<file path="src/rtl/db_pkg.sv">
// Shared definitions for the data-buffer controller: state/mode encodings and
// the default buffer depth.
package db_pkg;

    localparam int DEPTH_DEF = 64;

    typedef logic [2:0] state_t;

    // Each state's code doubles as the externally visible mode value
    localparam state_t ST_IDLE     = 3'd0;
    localparam state_t ST_TX_FILL  = 3'd1;
    localparam state_t ST_TX_DRAIN = 3'd2;
    localparam state_t ST_RX_FILL  = 3'd3;
    localparam state_t ST_RX_DRAIN = 3'd4;
    localparam state_t ST_FLUSH    = 3'd5;

endpackage

</file>
<file path="src/rtl/db_if.sv">
// Buffer-side handshake bundle: access requests in, one-cycle buffer strobes out.
interface db_if;

    logic       ahb_wr_req;
    logic       ahb_rd_req;
    logic       usb_rx_wr_req;
    logic       usb_tx_rd_req;
    logic [6:0] buff_occ;
    logic       store_tx_data;
    logic       get_rx_data;
    logic       store_rx_data;
    logic       get_tx_data;
    logic       flush;

    modport master (
        input  ahb_wr_req, ahb_rd_req, usb_rx_wr_req, usb_tx_rd_req, buff_occ,
        output store_tx_data, get_rx_data, store_rx_data, get_tx_data, flush
    );

    modport slave (
        output ahb_wr_req, ahb_rd_req, usb_rx_wr_req, usb_tx_rd_req, buff_occ,
        input  store_tx_data, get_rx_data, store_rx_data, get_tx_data, flush
    );

endinterface

</file>
<file path="src/rtl/db_pkt_counter.sv">
// Byte counter for the current fill phase: synchronous clear, increment,
// saturating at DEPTH.
module db_pkt_counter
    import db_pkg::*;
#(
    parameter int DEPTH = DEPTH_DEF
) (
    input  logic       clk,
    input  logic       n_rst,
    input  logic       clear,
    input  logic       inc,
    output logic [6:0] cnt
);

    localparam logic [6:0] CNT_MAX = 7'(DEPTH);

    // NOTE: sequential state uses non-blocking assignments so every flop
    // samples pre-edge values regardless of block evaluation order.
    always_ff @(posedge clk or negedge n_rst) begin
        if (!n_rst)
            cnt <= '0;
        else if (clear)
            cnt <= '0;
        else if (inc && (cnt < CNT_MAX))
            cnt <= cnt + 7'd1;
    end

endmodule

</file>
<file path="src/rtl/db_ctrl.sv">
// Data-buffer access controller: arbitrates host/USB requests into TX and RX
// fill/drain phases and issues zero-latency buffer strobes.
module db_ctrl
    import db_pkg::*;
#(
    parameter int DEPTH = DEPTH_DEF
) (
    input  logic       clk,
    input  logic       n_rst,
    db_if.master       bus,
    input  logic       tx_start,
    input  logic       rx_packet_done,
    input  logic       tx_packet_done,
    input  logic       flush_req,
    output logic [2:0] mode,
    output logic [6:0] pkt_cnt,
    output logic       err,
    output logic       busy
);

    localparam logic [6:0] FULL_OCC = 7'(DEPTH);

    state_t state, state_nxt;
    logic   store_tx, get_rx, store_rx, get_tx;
    logic   illegal, cnt_clear;

    logic not_full, not_empty;
    assign not_full  = bus.buff_occ < FULL_OCC;
    assign not_empty = bus.buff_occ != '0;

    // NOTE: every signal assigned in always_comb gets a default first, so no
    // path can leave it unassigned and infer a latch.
    always_comb begin
        store_tx = 1'b0;
        get_tx   = 1'b0;
        store_rx = 1'b0;
        get_rx   = 1'b0;
        unique case (state)
            ST_TX_FILL:  store_tx = bus.ahb_wr_req    & not_full;
            ST_TX_DRAIN: get_tx   = bus.usb_tx_rd_req & not_empty;
            ST_RX_FILL:  store_rx = bus.usb_rx_wr_req & not_full;
            ST_RX_DRAIN: get_rx   = bus.ahb_rd_req    & not_empty;
            default: ;
        endcase
    end

    // A request is illegal when its state does not admit it, or when the
    // buffer refuses it because it is full or empty.
    always_comb begin
        illegal = 1'b0;
        case (state)
            ST_IDLE:     illegal = bus.ahb_rd_req | bus.usb_tx_rd_req;
            ST_TX_FILL:  illegal = bus.ahb_rd_req | bus.usb_rx_wr_req | bus.usb_tx_rd_req
                                 | (bus.ahb_wr_req & ~not_full);
            ST_TX_DRAIN: illegal = bus.ahb_wr_req | bus.ahb_rd_req | bus.usb_rx_wr_req
                                 | (bus.usb_tx_rd_req & ~not_empty);
            ST_RX_FILL:  illegal = bus.ahb_wr_req | bus.ahb_rd_req | bus.usb_tx_rd_req
                                 | (bus.usb_rx_wr_req & ~not_full);
            ST_RX_DRAIN: illegal = bus.ahb_wr_req | bus.usb_rx_wr_req | bus.usb_tx_rd_req
                                 | (bus.ahb_rd_req & ~not_empty);
            default:     illegal = bus.ahb_wr_req | bus.ahb_rd_req
                                 | bus.usb_rx_wr_req | bus.usb_tx_rd_req;
        endcase
    end

    always_comb begin
        state_nxt = state;
        if (flush_req) begin
            state_nxt = ST_FLUSH;
        end else begin
            case (state)
                ST_IDLE:
                    if (bus.usb_rx_wr_req)   state_nxt = ST_RX_FILL;
                    else if (bus.ahb_wr_req) state_nxt = ST_TX_FILL;
                ST_TX_FILL:
                    if (tx_start)            state_nxt = ST_TX_DRAIN;
                ST_TX_DRAIN:
                    if (tx_packet_done)      state_nxt = ST_IDLE;
                ST_RX_FILL:
                    if (rx_packet_done)
                        state_nxt = (not_empty || store_rx) ? ST_RX_DRAIN : ST_IDLE;
                ST_RX_DRAIN:
                    if (!not_empty && !get_rx) state_nxt = ST_IDLE;
                default:                     state_nxt = ST_IDLE;
            endcase
        end
    end

    always_ff @(posedge clk or negedge n_rst) begin
        if (!n_rst) begin
            state <= ST_IDLE;
            err   <= 1'b0;
        end else begin
            state <= state_nxt;
            err   <= illegal;
        end
    end

    assign cnt_clear = (state_nxt == ST_FLUSH)
                     | ((state_nxt == ST_TX_FILL) && (state != ST_TX_FILL))
                     | ((state_nxt == ST_RX_FILL) && (state != ST_RX_FILL));

    db_pkt_counter #(.DEPTH(DEPTH)) u_pkt_counter (
        .clk   (clk),
        .n_rst (n_rst),
        .clear (cnt_clear),
        .inc   (store_tx | store_rx),
        .cnt   (pkt_cnt)
    );

    assign bus.store_tx_data = store_tx;
    assign bus.get_tx_data   = get_tx;
    assign bus.store_rx_data = store_rx;
    assign bus.get_rx_data   = get_rx;
    assign bus.flush         = (state == ST_FLUSH);
    assign mode              = state;
    assign busy              = (state != ST_IDLE);

endmodule

</file>
<file path="src/flat_wrapper.sv">
// flat-port wrapper written by rule: the top's interface ports become plain ports
module db_ctrl_flat import db_pkg::*;
#(
    parameter int DEPTH = DEPTH_DEF
)
  (clk, n_rst, tx_start, rx_packet_done, tx_packet_done, flush_req, mode, pkt_cnt, err, busy, bus_ahb_wr_req, bus_ahb_rd_req, bus_usb_rx_wr_req, bus_usb_tx_rd_req, bus_buff_occ, bus_store_tx_data, bus_get_rx_data, bus_store_rx_data, bus_get_tx_data, bus_flush);
  db_if bus_i ();
  input  logic clk;
  input  logic n_rst;
  input  logic tx_start;
  input  logic rx_packet_done;
  input  logic tx_packet_done;
  input  logic flush_req;
  output logic [2:0] mode;
  output logic [6:0] pkt_cnt;
  output logic err;
  output logic busy;
  input wire logic [$bits(bus_i.ahb_wr_req)-1:0] bus_ahb_wr_req;
  input wire logic [$bits(bus_i.ahb_rd_req)-1:0] bus_ahb_rd_req;
  input wire logic [$bits(bus_i.usb_rx_wr_req)-1:0] bus_usb_rx_wr_req;
  input wire logic [$bits(bus_i.usb_tx_rd_req)-1:0] bus_usb_tx_rd_req;
  input wire logic [$bits(bus_i.buff_occ)-1:0] bus_buff_occ;
  output wire logic [$bits(bus_i.store_tx_data)-1:0] bus_store_tx_data;
  output wire logic [$bits(bus_i.get_rx_data)-1:0] bus_get_rx_data;
  output wire logic [$bits(bus_i.store_rx_data)-1:0] bus_store_rx_data;
  output wire logic [$bits(bus_i.get_tx_data)-1:0] bus_get_tx_data;
  output wire logic [$bits(bus_i.flush)-1:0] bus_flush;
  assign bus_i.ahb_wr_req = bus_ahb_wr_req;
  assign bus_i.ahb_rd_req = bus_ahb_rd_req;
  assign bus_i.usb_rx_wr_req = bus_usb_rx_wr_req;
  assign bus_i.usb_tx_rd_req = bus_usb_tx_rd_req;
  assign bus_i.buff_occ = bus_buff_occ;
  assign bus_store_tx_data = bus_i.store_tx_data;
  assign bus_get_rx_data = bus_i.get_rx_data;
  assign bus_store_rx_data = bus_i.store_rx_data;
  assign bus_get_tx_data = bus_i.get_tx_data;
  assign bus_flush = bus_i.flush;
  db_ctrl #(.DEPTH(DEPTH)) u_core (.clk(clk), .n_rst(n_rst), .bus(bus_i), .tx_start(tx_start), .rx_packet_done(rx_packet_done), .tx_packet_done(tx_packet_done), .flush_req(flush_req), .mode(mode), .pkt_cnt(pkt_cnt), .err(err), .busy(busy));
endmodule
</file>
<file path="config.mk">
export PLATFORM = sky130hd
export DESIGN_NAME = db_ctrl_flat
export DESIGN_NICKNAME = d
export VERILOG_FILES = /design/src/rtl/db_pkg.sv /design/src/rtl/db_if.sv /design/src/rtl/db_pkt_counter.sv /design/src/rtl/db_ctrl.sv /design/src/flat_wrapper.sv
export SDC_FILE = /design/constraint.sdc
export NUM_CORES = 1
export LEC_CHECK = 0
export CORE_AREA = 2 2 50 52
export DETAILED_ROUTE_END_ITERATION = 10
export DIE_AREA = 0 0 52 54
export PLACE_DENSITY = 0.72
export SETUP_SLACK_MARGIN = 0.4
export SLEW_MARGIN = 20
export SYNTH_ARGS = -nofsm -noshare
export SYNTH_HDL_FRONTEND = slang
export SYNTH_SLANG_ARGS = --single-unit
</file>
<file path="constraint.sdc">
create_clock -name clk -period 1.7 [get_ports clk]
set_clock_uncertainty 0.1 [all_clocks]
set_input_delay 0.255 -clock clk [delete_from_list [all_inputs] [get_ports clk]]
set_output_delay 0.255 -clock clk [all_outputs]
set_load 0.01 [all_outputs]
</file>
==> Word level (Yosys, flattened, before mapping) <==
Cells that the tools add are included.
Widths: inputs -> output; s select.
{ "op_classes": {"add_sub_neg": 1, "n_lt_le_gt_ge": 2, "eq_ne": 10, "mux": 16, "bitwise_logic": 26, "reduce_logical": 11} }
{ "ops": {"columns": ["cell", "n"], "rows": [
  ["$mux 3", 8],
  ["$or 1x1->1", 16],
  ["$pmux 3 s5", 1],
  ["$lt 7x7->1 const B", 2],
  ["$mux 7", 2],
  ["$eq 3x2->1 const B", 3],
  ["$eq 3x3->1 const B", 3],
  ["$and 1x1->1", 8],
  ["$add 7x1->7 const B", 1],
  ["$reduce_bool 7->1", 1],
  ["$eq 3x1->1 const B", 2],
  ["$pmux 1 s5", 1],
  ["$logic_and 1x1->1", 4],
  ["$mux 1", 4],
  ["$logic_not 3->1", 1],
  ["$ne 3x1->1 const B", 1],
  ["$ne 3x2->1 const B", 1],
  ["$reduce_bool 3->1", 1],
  ["$logic_not 1->1", 2],
  ["$not 1->1", 2],
  ["$reduce_bool 2->1", 1],
  ["$logic_or 1x1->1", 1]
]} }
{ "totals": {"register_bits": 11, "in_bits": 17} }

==> Logic depth before layout (Yosys ltp) <==
{ "logic_depth": {"ltp_word": 13, "mapped_depth": 5} }

==> By module <==
A second synthesis with hierarchy kept.
{ "hier_totals": {"cells_unflattened": 77, "hier_area_um2": 729.4} }
{ "by_module_without_submodules": {"columns": ["mod", "n_inst", "cells_each", "area_each_um2", "seq_area_each_um2"], "rows": [
  ["db_ctrl", 1, 45, 376.6, 100.1],
  ["db_pkt_counter", 1, 32, 352.8, 175.2]
]} }

==> Worst setup path after synthesis <==
No wires, ideal clock.
{ "synth_path": {"kind": "input to output", "startpoint": "input bus_buff_occ[2]", "endpoint": "output bus_get_rx_data", "arrival_ns": 1.420, "required_ns": 1.345, "setup_slack_ns": -0.075, "stages": 3, "n_path_buf": 0, "cell_sequence": "or4_4 > or4_4 > and3_1"} }
{ "synth_via": {"elab_chain_len": 3} }
{ "synth_lines": {"columns": ["element", "line", "rtl"], "rows": [
  ["start, declared", "flat_wrapper.sv:22", "input wire logic [$bits(bus_i.buff_occ)-1:0] bus_buff_occ;"],
  ["$reduce_bool 7->1", "db_ctrl.sv:29", "assign not_empty = bus.buff_occ != '0;"],
  ["$and 1x1->1", "db_ctrl.sv:42", "ST_RX_DRAIN: get_rx = bus.ahb_rd_req & not_empty;"],
  ["$mux 1", "db_ctrl.sv:38", "unique case (state)"],
  ["end, declared", "flat_wrapper.sv:24", "output wire logic [$bits(bus_i.get_rx_data)-1:0] bus_get_rx_data;"]
]} }
Every way passes these cells.

==> Final worst setup path <==
{ "layout_path": {"startpoint": "input bus_buff_occ[4]", "endpoint": "output bus_get_rx_data"} }
Same word-level chain as after synthesis.

==> impl_metrics.csv <==
group,metric,value,unit
critical_path,max_stage_delay,0.53,ns
layout,final_nets,183,
layout,stdcell_area,1815,um^2
floorplanning,rows,18,
global_routing,grt_usage,24.59,%
logic_synthesis,syn_avg_cell_area,9.814,um^2
critical_path,crit_buf_inv,2,
logic_synthesis,syn-num-nets,101,
placement,placed_area,1430,um^2
worst_hold_path,hold_path.class,"input port to asynchronous set/reset pin",
logic_synthesis,netlist_area,814.5,um^2
timing,tns,-0.9940,ns
routing,drc,0,
clock_network,clkSinkCount,11,
timing,holdWs,0.2305,ns
placement,io_buffers,33,
global_routing,grt_max_degree,12,
routing,ant_nets,0,
floorplanning,die_y,54,um
layout,area_growth,122.9,%
timing,finalSetupViolations,9,
global_routing,grt_pass1_vias,1099,
clock_network,numCtsBuffers,3,
timing,rsz0062_at_grt,"true",
timing,worst_slew_pin_slew,0.5333,ns
layout,drive_gt1_share,59.76,%
clock_network,hold_buffers,0,
logic_synthesis,ys_ff_latch,11,
timing,fmax,514.6,MHz
global_routing,use_met1,22.88,%
outcome,violations,"negative setup slack",
global_routing,grt_busiest_layer,"met2",
routing,viasPerCell,5.263,
critical_path,critPathLaunchType,"input port",
layout,final_cell_mix,"buf_6, buf_4, nor2_1, clkdlybuf4s50_1, dfrtp_1",
logic_synthesis,ys_types,41,
logic_synthesis,synth-warning-count,0,
routing,vias,1021,
placement,gp_congestion,0.7588,
critical_path,cp.arrival,1.59,ns
placement,dp_hpwl,2.033,mm
pwr,p_total,0.8526,mW
outcome,status,"finished, violations left",
clock_network,cts_tree,"yes",
timing,fin_crit,1.943,ns
job,max-cap-violations,0,
clock_network,clockBufferDepth,2,
clock_network,cts_root_buffer,"clkbuf_4",
routing,wl,3.181,mm
layout,nFillCells,166,
critical_path,critical-path-slowest-cell,"or4_4",
floorplanning,die_x,52,um
pwr,powerDensity,469.6,nW/um^2
floorplanning,io_pins,34,
clock_network,cts_max_level,1,
routing,first_pass_iters,4,
routing,wl_per_cell,16.40,um
global_routing,globalRouteMet2Util,50.21,%
routing,drt-initial-drc-count,15,
timing,hold_viol,0,
logic_synthesis,netlist_instances,83,
global_routing,grt-ovfl-total,0,
global_routing,grt_use_met3,2.500,%
pwr,leakagePower,0.7530,nW
timing,final_max_slew_viol_count,0,
layout,layout_commonest_cell,"buf_6",
floorplanning,coreArea,2320,um^2
layout,antenna_cells,0,
critical_path,path_cells,"buf_6, or4_4, or4_4, and3_4, buf_6",
global_routing,antenna_found_initial,0,
timing,relSlewSlack,64.34,%
clock_network,clock_latency,0.27,ns
critical_path,critPathKind,"input port to primary output",
clock_network,path_clk_slew,0.07,ns
critical_path,critPathMaxFanout,2,
logic_synthesis,seq_area_frac_synth,33.79,%
floorplanning,start_util,35.11,%
timing,setup_slack,-0.2433,ns
global_routing,grt_pass1_wl,4.933,mm
floorplanning,dieArea,2808,um^2
critical_path,cp.required,1.34,ns
pwr,peakVddDrop,0.3134,mV
critical_path,end_kind,"primary output",
critical_path,path_delay_family,"simple AND/OR/NAND/NOR gates",
timing,finalCritPeriodShare,114.3,%
## worst paths after layout
check | to | slack, ns | cells after the start | startpoint
worst max-delay path | bus_get_rx_data | -0.24 | 5 | bus_buff_occ[4]
worst min-delay path | u_core.u_pkt_counter.cnt[5]$_DFFE_PN0P_ | 0.23 | 1 | n_rst
worst max register to register | u_core.u_pkt_counter.cnt[4]$_DFFE_PN0P_ | -0.09 | 7 | u_core.mode[2]$_DFF_PN0_
worst min register to register | u_core.u_pkt_counter.cnt[1]$_DFFE_PN0P_ | 0.48 | 2 | u_core.u_pkt_counter.cnt[1]$_DFFE_PN0P_
max in group asynchronous | u_core.u_pkt_counter.cnt[6]$_DFFE_PN0P_ | 0.89 | 1 | n_rst
min in group clk | u_core.mode[2]$_DFF_PN0_ | 0.35 | 3 | bus_usb_rx_wr_req
## worst register-to-register path: stages, from the launching register on
cell and delay, ns:
dfrtp_2 0.41, buf_6 0.13, buf_6 0.11, or3b_4 0.44, buf_6 0.15, nor4_4 0.14
xnor2_1 0.15, nor2_1 0.06
## state kept, by name, indices dropped and copies added (netlist names)
| name | count |
|---|---|
| u_core.u_pkt_counter.cnt | 7 |
| u_core.mode | 3 |
| u_core.err | 1 |
## layer usage
layer	vias to the layer above	routed length, um
met3	16	149
met4	0	138
met1	477	1050
met2	52	1842
li1	476	-
met5	-	0
## cell type report
| cell class | count | area, um^2 | share of cell area, % |
|---|---|---|---|
| inverters | 3 | 11.26 | 0.6203 |
| clock buffers | 4 | 26.28 | 1.447 |
| flip-flops and latches | 11 | 280.3 | 15.44 |
| repair buffers | 82 | 779.5 | 42.94 |
| multi-input cells | 64 | 680.7 | 37.49 |
| well taps | 30 | 37.54 | 2.068 |
## per-stage QoR
| step | setup WS (ns) | instances | util [%] |
|---|---|---|---|
| after floorplan | -0.04025 | 83 | - |
| after global placement | -0.8926 | 166 | 61.65 |
| after detailed placement | -0.9062 | 166 | 61.65 |
| after CTS | -0.2985 | 190 | 73.14 |
| after global routing | -0.2675 | 194 | 78.26 |
| final | -0.2433 | 194 | 78.26 |
## Yosys cell counts
| cell | instances | area share, % |
|---|---|---|
| buf_4 | 1 | 0.92 |
| nand2_1 | 5 | 2.3 |
| nand3_1 | 2 | 1.2 |
| o21ai_0 | 2 | 1.2 |
| nor3b_1 | 2 | 1.8 |
| a2111oi_0 | 2 | 2.2 |
| a32oi_1 | 1 | 1.1 |
| dfrtp_1 | 11 | 34 |
| nor4_2 | 2 | 3.1 |
| o31a_1 | 1 | 1.1 |
| buf_2 | 3 | 1.8 |
| or3b_4 | 1 | 1.4 |
| nor4_1 | 2 | 1.5 |
| a31o_1 | 1 | 1.1 |
| o21ba_1 | 1 | 1.2 |
| nor3b_4 | 1 | 2.3 |
| ha_1 | 1 | 1.5 |
| nor3_1 | 1 | 0.61 |
| o21bai_1 | 1 | 0.92 |
| clkbuf_1 | 1 | 0.46 |
| nor4b_2 | 1 | 1.8 |
| mux2i_2 | 1 | 1.7 |
| mux4_2 | 1 | 2.8 |
| o21bai_2 | 1 | 1.4 |
| a21oi_1 | 2 | 1.2 |
| inv_1 | 3 | 1.4 |
| nor4b_1 | 2 | 2.2 |
| o31ai_1 | 1 | 0.92 |
| a2bb2oi_2 | 1 | 1.8 |
| nor2_1 | 12 | 5.5 |
| xnor2_1 | 4 | 4.3 |
| nor4_4 | 1 | 2.6 |
| mux2i_1 | 1 | 1.2 |
| a31oi_1 | 1 | 0.77 |
| nand3b_1 | 1 | 0.92 |
| nand2b_1 | 1 | 0.77 |
| nand4_1 | 1 | 0.77 |
| or4_4 | 2 | 2.8 |
| nor3_2 | 1 | 1.2 |
| or3_1 | 2 | 1.5 |
| and3_1 | 1 | 0.77 |
## power breakdown
part           internal, mW  total (mW)  switching, mW
logic                 0.224       0.388          0.164
registers             0.273       0.283        0.00975
clock network        0.0910       0.182         0.0906
## repair_timing
item	CTS	global route
setup buffers	20	4
resized for setup	97	25
pin swaps	11	10
setup endpoints to repair	28	25
## cells by family (layout without fill, tap and decap cells)
group           Yosys count  in the layout  synth area share [%]
compound gates           15             15                 14.90
simple gates             41             41                 35.18
flops                    11             11                 33.79
buf+inv                   8             89                 4.608
xor+xnor                  4              4                 4.301
mux                       3              3                 5.683
fa+ha+maj                 1              1                 1.536
Note: power is estimated with default switching activity, not from simulation.
